[src/rtl/hazard_stall_unit.sv]
// hazard_stall_unit
//   Stall/flush controller for the 5-stage pipeline. Covers the hazards that
//   EX-stage bypassing cannot hide:
//     - load-use: stall PC and IF/ID for one cycle and bubble ID/EX
//     - slow data memory: freeze the whole pipe while the MEM access waits
//     - taken branch resolved in EX: flush IF/ID and ID/EX
//   Outputs are combinational from the registered FSM state and the current
//   inputs. The FSM state, the wait counter and the sticky timeout flag are
//   registered.
//
// Parameters
//   MAX_WAIT : memory-wait cycles before mem_timeout is raised (>= 1)
//   CNT_W    : wait counter width, 2**CNT_W > MAX_WAIT
//
// Ports
//   clk, rst_n                 clock (rising edge), async active-low reset
//   rs1_id, rs2_id             source register addresses of the ID instruction
//   uses_rs1_id, uses_rs2_id   ID instruction actually reads rs1 / rs2
//   rd_ex, MemRead_ex          destination and load flag of the EX instruction
//   branch_taken_ex            EX branch/jump redirects the PC this cycle
//   mem_req_mem, mem_ready     MEM-stage access request / completion
//   pc_write, ifid_write       PC and IF/ID write enables
//   ifid_flush, idex_bubble    IF/ID clear to NOP, ID/EX NOP insert
//   exmem_write                EX/MEM and MEM/WB write enable
//   mem_timeout                sticky: memory wait reached MAX_WAIT
//
// Optional build macro HAZARD_PERF_EN adds stall_cycles[31:0] and
// flush_count[15:0] performance counters (both wrap).

module hazard_stall_unit #(
  parameter int MAX_WAIT = 16,
  parameter int CNT_W    = 5
) (
  input  logic        clk,
  input  logic        rst_n,
  input  logic [4:0]  rs1_id,
  input  logic [4:0]  rs2_id,
  input  logic        uses_rs1_id,
  input  logic        uses_rs2_id,
  input  logic [4:0]  rd_ex,
  input  logic        MemRead_ex,
  input  logic        branch_taken_ex,
  input  logic        mem_req_mem,
  input  logic        mem_ready,
  output logic        pc_write,
  output logic        ifid_write,
  output logic        ifid_flush,
  output logic        idex_bubble,
  output logic        exmem_write,
  output logic        mem_timeout
`ifdef HAZARD_PERF_EN
  ,
  output logic [31:0] stall_cycles,
  output logic [15:0] flush_count
`endif
);

  typedef enum logic {ST_RUN, ST_MEM_WAIT} state_t;

  localparam logic [CNT_W-1:0] CNT_ONE = CNT_W'(1);
  localparam logic [CNT_W-1:0] CNT_MAX = CNT_W'(MAX_WAIT);

  state_t           r_state;
  logic [CNT_W-1:0] r_wait_cnt;
  logic             r_mem_timeout;

  logic             w_freeze;
  logic             w_load_use;
  logic             w_hold;
  logic [CNT_W-1:0] w_cnt_next;

  assign w_freeze   = mem_req_mem & ~mem_ready;
  assign w_load_use = MemRead_ex & (rd_ex != 5'd0) &
                      ((uses_rs1_id & (rd_ex == rs1_id)) |
                       (uses_rs2_id & (rd_ex == rs2_id)));

  // In RUN the freeze is entered on the first not-ready cycle; in MEM_WAIT
  // only mem_ready releases the pipe.
  assign w_hold = (r_state == ST_RUN) ? w_freeze : ~mem_ready;

  assign w_cnt_next = (r_wait_cnt == CNT_MAX) ? r_wait_cnt : (r_wait_cnt + CNT_ONE);

  always_comb begin
    pc_write    = 1'b1;
    ifid_write  = 1'b1;
    ifid_flush  = 1'b0;
    idex_bubble = 1'b0;
    exmem_write = 1'b1;
    if (!rst_n) begin
      pc_write    = 1'b0;
      ifid_write  = 1'b0;
      ifid_flush  = 1'b1;
      idex_bubble = 1'b1;
      exmem_write = 1'b0;
    end else if (w_hold) begin
      pc_write    = 1'b0;
      ifid_write  = 1'b0;
      exmem_write = 1'b0;
    end else if (branch_taken_ex) begin
      // The branch kills the ID instruction, so any load-use on it is moot.
      ifid_flush  = 1'b1;
      idex_bubble = 1'b1;
    end else if (w_load_use) begin
      pc_write    = 1'b0;
      ifid_write  = 1'b0;
      idex_bubble = 1'b1;
    end
  end

  always_ff @(posedge clk or negedge rst_n) begin
    if (!rst_n) begin
      r_state       <= ST_RUN;
      r_wait_cnt    <= '0;
      r_mem_timeout <= 1'b0;
    end else begin
      case (r_state)
        ST_RUN: begin
          if (w_freeze) begin
            r_state    <= ST_MEM_WAIT;
            r_wait_cnt <= CNT_ONE;
            if (CNT_ONE == CNT_MAX) r_mem_timeout <= 1'b1;
          end
        end
        ST_MEM_WAIT: begin
          if (mem_ready) begin
            r_state    <= ST_RUN;
            r_wait_cnt <= '0;
          end else begin
            r_wait_cnt <= w_cnt_next;
            if (w_cnt_next == CNT_MAX) r_mem_timeout <= 1'b1;
          end
        end
        default: begin
          r_state    <= ST_RUN;
          r_wait_cnt <= '0;
        end
      endcase
    end
  end

  assign mem_timeout = r_mem_timeout;

`ifdef HAZARD_PERF_EN
  logic [31:0] r_stall_cycles;
  logic [15:0] r_flush_count;

  always_ff @(posedge clk or negedge rst_n) begin
    if (!rst_n) begin
      r_stall_cycles <= '0;
      r_flush_count  <= '0;
    end else begin
      if (!pc_write)  r_stall_cycles <= r_stall_cycles + 32'd1;
      if (ifid_flush) r_flush_count  <= r_flush_count + 16'd1;
    end
  end

  assign stall_cycles = r_stall_cycles;
  assign flush_count  = r_flush_count;
`endif

endmodule

[config.mk]
export PLATFORM = sky130hd
export DESIGN_NAME = hazard_stall_unit
export DESIGN_NICKNAME = d
export VERILOG_FILES = /design/src/rtl/hazard_stall_unit.sv
export SDC_FILE = /design/constraint.sdc
export NUM_CORES = 1
export LEC_CHECK = 0
export ABC_AREA = 1
export CORE_MARGIN = 2
export CORE_UTILIZATION = 44
export CTS_CLUSTER_DIAMETER = 200
export DETAILED_ROUTE_END_ITERATION = 16
export MAX_ROUTING_LAYER = met4
export PLACE_DENSITY_LB_ADDON = 0.12
export SLEW_MARGIN = 15
export SYNTH_ARGS = -nofsm -noshare
export SYNTH_HDL_FRONTEND = slang
export SYNTH_SLANG_ARGS = --single-unit
[constraint.sdc]
create_clock -name clk -period 2.6 [get_ports clk]
set_input_delay 0.52 -clock clk [delete_from_list [all_inputs] [get_ports clk]]
set_output_delay 0.52 -clock clk [all_outputs]
set_load 0.05 [all_outputs]
==> results.md, run 1 <==
- Register area share after synthesis: 0.261
- Area of the core: 0.00147 mm2
- First-pass GRT wire length: 2600 um
- Die Y: 43.0 um
- Non-filler cells, final: 165
- I/O pin count: 29
- Fmax: 0.414 GHz
- Synth cell types: 17
- Most common cell after layout, fill and taps aside: nand2_1
- Tcrit/Tclk final: 0.928
- Total Wirelength: 1510 um
- Post-DP HPWL: 1390 um
- Total Nets Final: 175
- Area growth from synthesis to layout: 56.2%
- Wire per inst: 9.15 um
- 1st-iter DRT viols: 22
- Post-cts resize count: 0
- Slew @ Worst Pin: 0.501 ns
- Vias post-DR: 772
- Tmin final: 2.41 ns
- Die X: 43.0 um
- Mean post-synth cell area: 5.73 um2
- Root Driver: clkbuf_4
- Final setup vio count: 0
- Total CTS buffers: 3
- Slew Limit Fails: 0
- Die area: 0.00185 mm2
- Commonest cells after routing, fill and taps aside: nand2_1, inv_1, clkdlybuf4s50_1, nor2_1, nand3_1
- WP buf/inv: 4
- Final setup skew: 0.00405 ns
- Clk buf depth: 2
- Synth warn: 0
- I/O Buffers: 28
- Syn Nets: 142
- Setup bufs post-CTS: 0
- CP Cell Sequence: clkdlybuf4s50_1 -> nor2_2 -> nor2_2 -> inv_1 -> nor2_2 -> nand2_1 -> inv_1 -> buf_12
- Pre-antenna DRT Iters: 4
- Worst path most repeated cell: nor2_2
- Max-cap violation count: 0
- Pwr Density: 372 mW/mm2
- Total Routing Usage GR: 0.186
- Leakage Power: 0.573 nW
- Max incr delay on CP: 0.51 ns
- Initial Utilization: 0.456
- Quantity of hold-fixing buffers added after cts: 0
- Hold WC Path Type: reg2reg
- Worst IR Drop VDD: 0.206 mV
- Total power: 0.390 mW
- Final ANT Viol Nets: 0
- Cells after DPL: 161
- Critical path type: in2out
- Setup_tns: 0 ns
- Peak fanout along the critical path: 6
- Layout cells sized above 1: 0.114
- CP arrival: 1.89 ns
- Fin Hold WS: 0.475 ns
- Critical Path RT: 2.08 ns
- Mapped Area: 671 um2
- Clock sink count: 7
- Yosys reg bits: 7
- CTS tree: built
- Status: finished, final reports clean
- CTS H-tree depth: 1
- Worst skew pair latency: 0.25 ns
- Rows: 14
- Critical Path Sink Type: output pin
- Post-synthesis instance total: 117
- Vias per cell: 4.68
- Max stage delay cell, worst path: clkdlybuf4s50_1
- Initial antenna violation count: 0
- Congestion Overflow GR: 0
- Crit path max-delay family: buffers and inverters
- N_diodes: 0
- Critical path startpoint category: input port
- DRC viols: 0
- RSZ-0062 raised after global routing: false
- Worst-path clk slew: 0.05 ns
- Max_slew headroom: 0.665
- RePlAce Congestion: 0.912
- Largest net degree at the start of global routing: 8
- Final Hold Viols: 0
- Number of global-route vias before repair: 731
## state kept, by name (all words and copies together), names as in the netlist
name,cells
mem_timeout,1
r_state,1
r_wait_cnt,5
## stage by stage
step / instance area (um2) / util / worst slack (ns)
floorplan: 671 / - / 0.131
global placement: 1020 / 0.694 / 0.227
detailed placement: 1020 / 0.694 / 0.175
CTS: 1050 / 0.712 / 0.172
global route: 1050 / 0.712 / 0.0823
finish: 1050 / 0.712 / 0.186
## worst reg2reg max path, stage by stage (launching register included)
cell,delay [ns]
dfrtp_1,0.43
inv_1,0.10
ha_1,0.16
nand2_1,0.07
nor3_2,0.19
nand2_1,0.08
nand2_1,0.11
a21oi_1,0.05
nand3_1,0.07
nand2_1,0.05
## synthesized netlist by cell type (all sizes together)
| library cell | count | area, um2 |
|---|---|---|
| a21oi | 2 | 10.0 |
| buf | 1 | 7.51 |
| dfrtp | 7 | 175 |
| ha | 2 | 25.0 |
| inv | 29 | 109 |
| nand2 | 41 | 154 |
| nand3 | 8 | 40.0 |
| nand4 | 2 | 12.5 |
| nor2 | 13 | 56.3 |
| nor3 | 1 | 10.0 |
| o21ai | 7 | 38.8 |
| o22ai | 1 | 6.26 |
| xor2 | 3 | 26.3 |
## layer usage
metal / global-route usage / vias up / part of all wire
met1: 0.189 / 337 / 0.39
li1: - / 411 / -
met4: 0.0667 / 0 / 0.012
met3: 0.0383 / 2 / 0.038
met2: 0.345 / 22 / 0.56
met5: - / - / 0
## power breakdown
part | switching (mW) | internal, mW
Clock | 0.0373 | 0.0584
Sequential | 0.00892 | 0.117
Combinational | 0.0856 | 0.0821
## cell families after synthesis
| group | count (synthesis) | share of synthesized area |
|---|---|---|
| buffers and inverters | 30 | 0.174 |
| AND/OR/NAND/NOR | 65 | 0.407 |
| adder cells (fa/ha/maj) | 2 | 0.0373 |
| AO/OA/AOI/OAI | 10 | 0.0821 |
| XOR/XNOR | 3 | 0.0392 |
| flip-flops | 7 | 0.261 |
## path summary, 6_finish.rpt
kind	start	slack, ns	endpoint	cells past startpoint
setup / recovery	mem_ready	0.19	ifid_write	8
hold / removal	mem_timeout	0.48	mem_timeout	2
setup reg to reg	r_wait_cnt[0]	1.18	mem_timeout	9
hold reg to reg	mem_timeout	0.48	mem_timeout	2
max in group asynchronous	rst_n	1.88	r_wait_cnt[3]	2
min in group asynchronous	rst_n	0.60	r_wait_cnt[0]	2
## layout make-up
class                   instances  area, um2
fillers                       121        424
inverters                      29        109
clock buffers                   4       26.3
repair buffers                 29        338
well taps                      16       20.0
multi-input cells              80        379
flip-flops and latches          7        175
(Power assumes the default switching activity.)
==> run 2: changes to the inputs <==
PLACE_DENSITY = 0.86   (was unset)
PLACE_DENSITY_LB_ADDON = unset   (was 0.12)
==> run 2 against run 1 <==
  * Cell count unchanged
  * Maximum frequency down 0.61%
  * Global-route usage up 1.4 points
  * Via count up 2.8%
  * Flip-flop and latch count unchanged
  * Count of clock-buffer cells in the layout unchanged
  * Critical path depth unchanged
  * Worst setup slack worse by 0.015 ns
  * First-iteration DRC count down 50%
==> results.md, run 2 (synthesis results as in run 1) <==
- Sw Ratio: 0.357 (was 0.338)
- Area growth from synthesis to layout: 54.3% (was 56.2%)
- Met1 usage: 0.182 (was 0.189)
- Pwr Density: 384 mW/mm2 (was 372 mW/mm2)
- CP arrival: 1.91 ns (was 1.89 ns)
- Layout cells sized above 1: 0.114 (unchanged)
- Fmax: 0.412 GHz (was 0.414 GHz)
- Grt peak-use layer: met2 (unchanged)
- Slew Limit Fails: 0 (unchanged)
- Final ANT Viol Nets: 0 (unchanged)
- Critical Path Sink Type: output pin (unchanged)
- Psw: 0.142 mW (was 0.132 mW)
- Hold WC Path Type: reg2reg (unchanged)
- Total Wirelength: 1680 um (was 1510 um)
- Total Nets Final: 175 (unchanged)
- Total power: 0.397 mW (was 0.390 mW)
- I/O pin count: 29 (unchanged)
- Multi-input gate area: 379 um2 (unchanged)
- Die area: 0.00185 mm2 (unchanged)
- Worst-path clk slew: 0.05 ns (about the same)
- Peak fanout along the critical path: 6 (unchanged)
- Max-cap violation count: 0 (unchanged)
- Max_slew headroom: 0.667 (was 0.665)
- Slew @ Worst Pin: 0.497 ns (was 0.501 ns)
- Final Hold Viols: 0 (unchanged)
- Pre-antenna DRT Iters: 4 (unchanged)
- Wire per inst: 10.2 um (was 9.15 um)
- Critical path startpoint category: input port (unchanged)
- Final setup skew: 0.00326 ns (was 0.00405 ns)
- 1st-iter DRT viols: 11 (was 22)
- Part of the power in registers: 0.318 (was 0.324)
- Worst IR Drop VDD: 0.174 mV (was 0.206 mV)
- Internal: 0.256 mW (was 0.258 mW)
- Vias per cell: 4.81 (was 4.68)
- Post-DP HPWL: 1430 um (was 1390 um)
- Initial Utilization: 0.456 (unchanged)
- Clk buf depth: 2 (unchanged)
- Clock network fraction of design power: 0.262 (was 0.245)
- Critical Path RT: 2.08 ns (about the same)
- Total Routing Usage GR: 0.200 (was 0.186)
- Max FFs per register: 5 (unchanged)
- Most common cell after layout, fill and taps aside: nand2_1 (unchanged)
- CTS tree: built (unchanged)
- Leakage Power: 0.568 nW (was 0.573 nW)
- First-pass GRT wire length: 2730 um (was 2600 um)
- Vias post-DR: 794 (was 772)
- Status: finished, final reports clean (unchanged)
- GR Util met2: 0.385 (was 0.345)
- Root Driver: clkbuf_4 (unchanged)
- Commonest cells after routing, fill and taps aside: nand2_1, inv_1, clkdlybuf4s50_1, nor2_1, nand3_1 (unchanged)
- Die Y: 43.0 um (unchanged)
- I/O Buffers: 28 (unchanged)
- RePlAce Congestion: 0.826 (was 0.912)
- Congestion Overflow GR: 0 (unchanged)
- Worst skew pair latency: 0.26 ns (was 0.25 ns)
- RSZ-0062 raised after global routing: false (unchanged)
- Clock sink count: 7 (unchanged)
- Post-cts resize count: 0 (unchanged)
- Largest net degree at the start of global routing: 8 (unchanged)
- Initial antenna violation count: 0 (unchanged)
- Critical path type: in2out (unchanged)
- Number of global-route vias before repair: 735 (was 731)
- Logic pwr share: 0.420 (was 0.430)
- CTS H-tree depth: 1 (unchanged)
- Tmin final: 2.43 ns (was 2.41 ns)
- Rows: 14 (unchanged)
- Final setup vio count: 0 (unchanged)
- Area of the core: 0.00147 mm2 (unchanged)
- N_diodes: 0 (unchanged)
- Setup_tns: 0 ns (unchanged)
- Met3 usage in global routing: 0.0468 (was 0.0383)
- Tcrit/Tclk final: 0.934 (was 0.928)
- Layout fillers: 124 (was 121)
- Die X: 43.0 um (unchanged)
- DRC viols: 0 (unchanged)
- Setup bufs post-CTS: 0 (unchanged)
- Register area: 175 um2 (unchanged)
- Reg with most FFs: r_wait_cnt (unchanged)
- Quantity of hold-fixing buffers added after cts: 0 (unchanged)
- Total CTS buffers: 3 (unchanged)
-- run 2: cell counts in the layout (fill, tap and decap cells not counted) --
No cell type changed its count.
-- run 2: stage by stage --
| stage | hold WS [ns] | util | cell area, um2 | worst slack, ns | cells |
|---|---|---|---|---|---|
| after global routing | 0.499 | 0.703 | 1030 | 0.0666 | 165 |
| after global placement | 0.447 | 0.685 | 1010 | 0.187 | 161 |
| after floorplan | 0.224 | - | 671 | 0.131 | 117 |
| final | 0.470 | 0.703 | 1030 | 0.172 | 165 |
| after CTS | 0.470 | 0.703 | 1030 | 0.162 | 165 |
| after detailed placement | 0.453 | 0.685 | 1010 | 0.180 | 161 |
-- run 2: layer usage --
metal	vias up	routed length, um
met1	339	631
met5	-	0
met3	7	106
met2	32	910
met4	0	34
li1	416	-
-- run 2: path summary, 6_finish.rpt --
kind	from	endpoint	slack (ns)	depth (start not counted)
max	mem_ready	ifid_write	0.17	8
min	mem_timeout	mem_timeout	0.47	2
max reg2reg	r_wait_cnt[0]	mem_timeout	1.13	9
min reg2reg	mem_timeout	mem_timeout	0.47	2
max in group asynchronous	rst_n	r_wait_cnt[3]	1.89	2
min in group asynchronous	rst_n	r_wait_cnt[2]	0.59	2
-- run 2: layout make-up --
cell class,instances,area share
Sequential cell,7,0.169
Clock buffer,4,0.0254
Tap cell,16,0.0193
Inverter,29,0.105
Multi-Input combinational cell,80,0.366
Timing Repair Buffer,29,0.314
-- run 2: critical path, cell delays in order --
cell and delay, ns:
clkdlybuf4s50_1 0.51, nor2_2 0.10, nor2_2 0.15, inv_1 0.08
nor2_2 0.16, nand2_1 0.08, inv_1 0.15, buf_12 0.16
-- run 2: power groups by stage --
| stage | clock (mW) | combinational (mW) | sequential (mW) |
|---|---|---|---|
| final | 0.104 | 0.167 | 0.126 |
| after global routing | 0.111 | 0.183 | 0.128 |
| after CTS | 0.104 | 0.168 | 0.126 |
| after detailed placement | 0 | 0.168 | 0.128 |
| after global placement | 0 | 0.163 | 0.128 |
| after floorplan | 0 | 0.0892 | 0.125 |
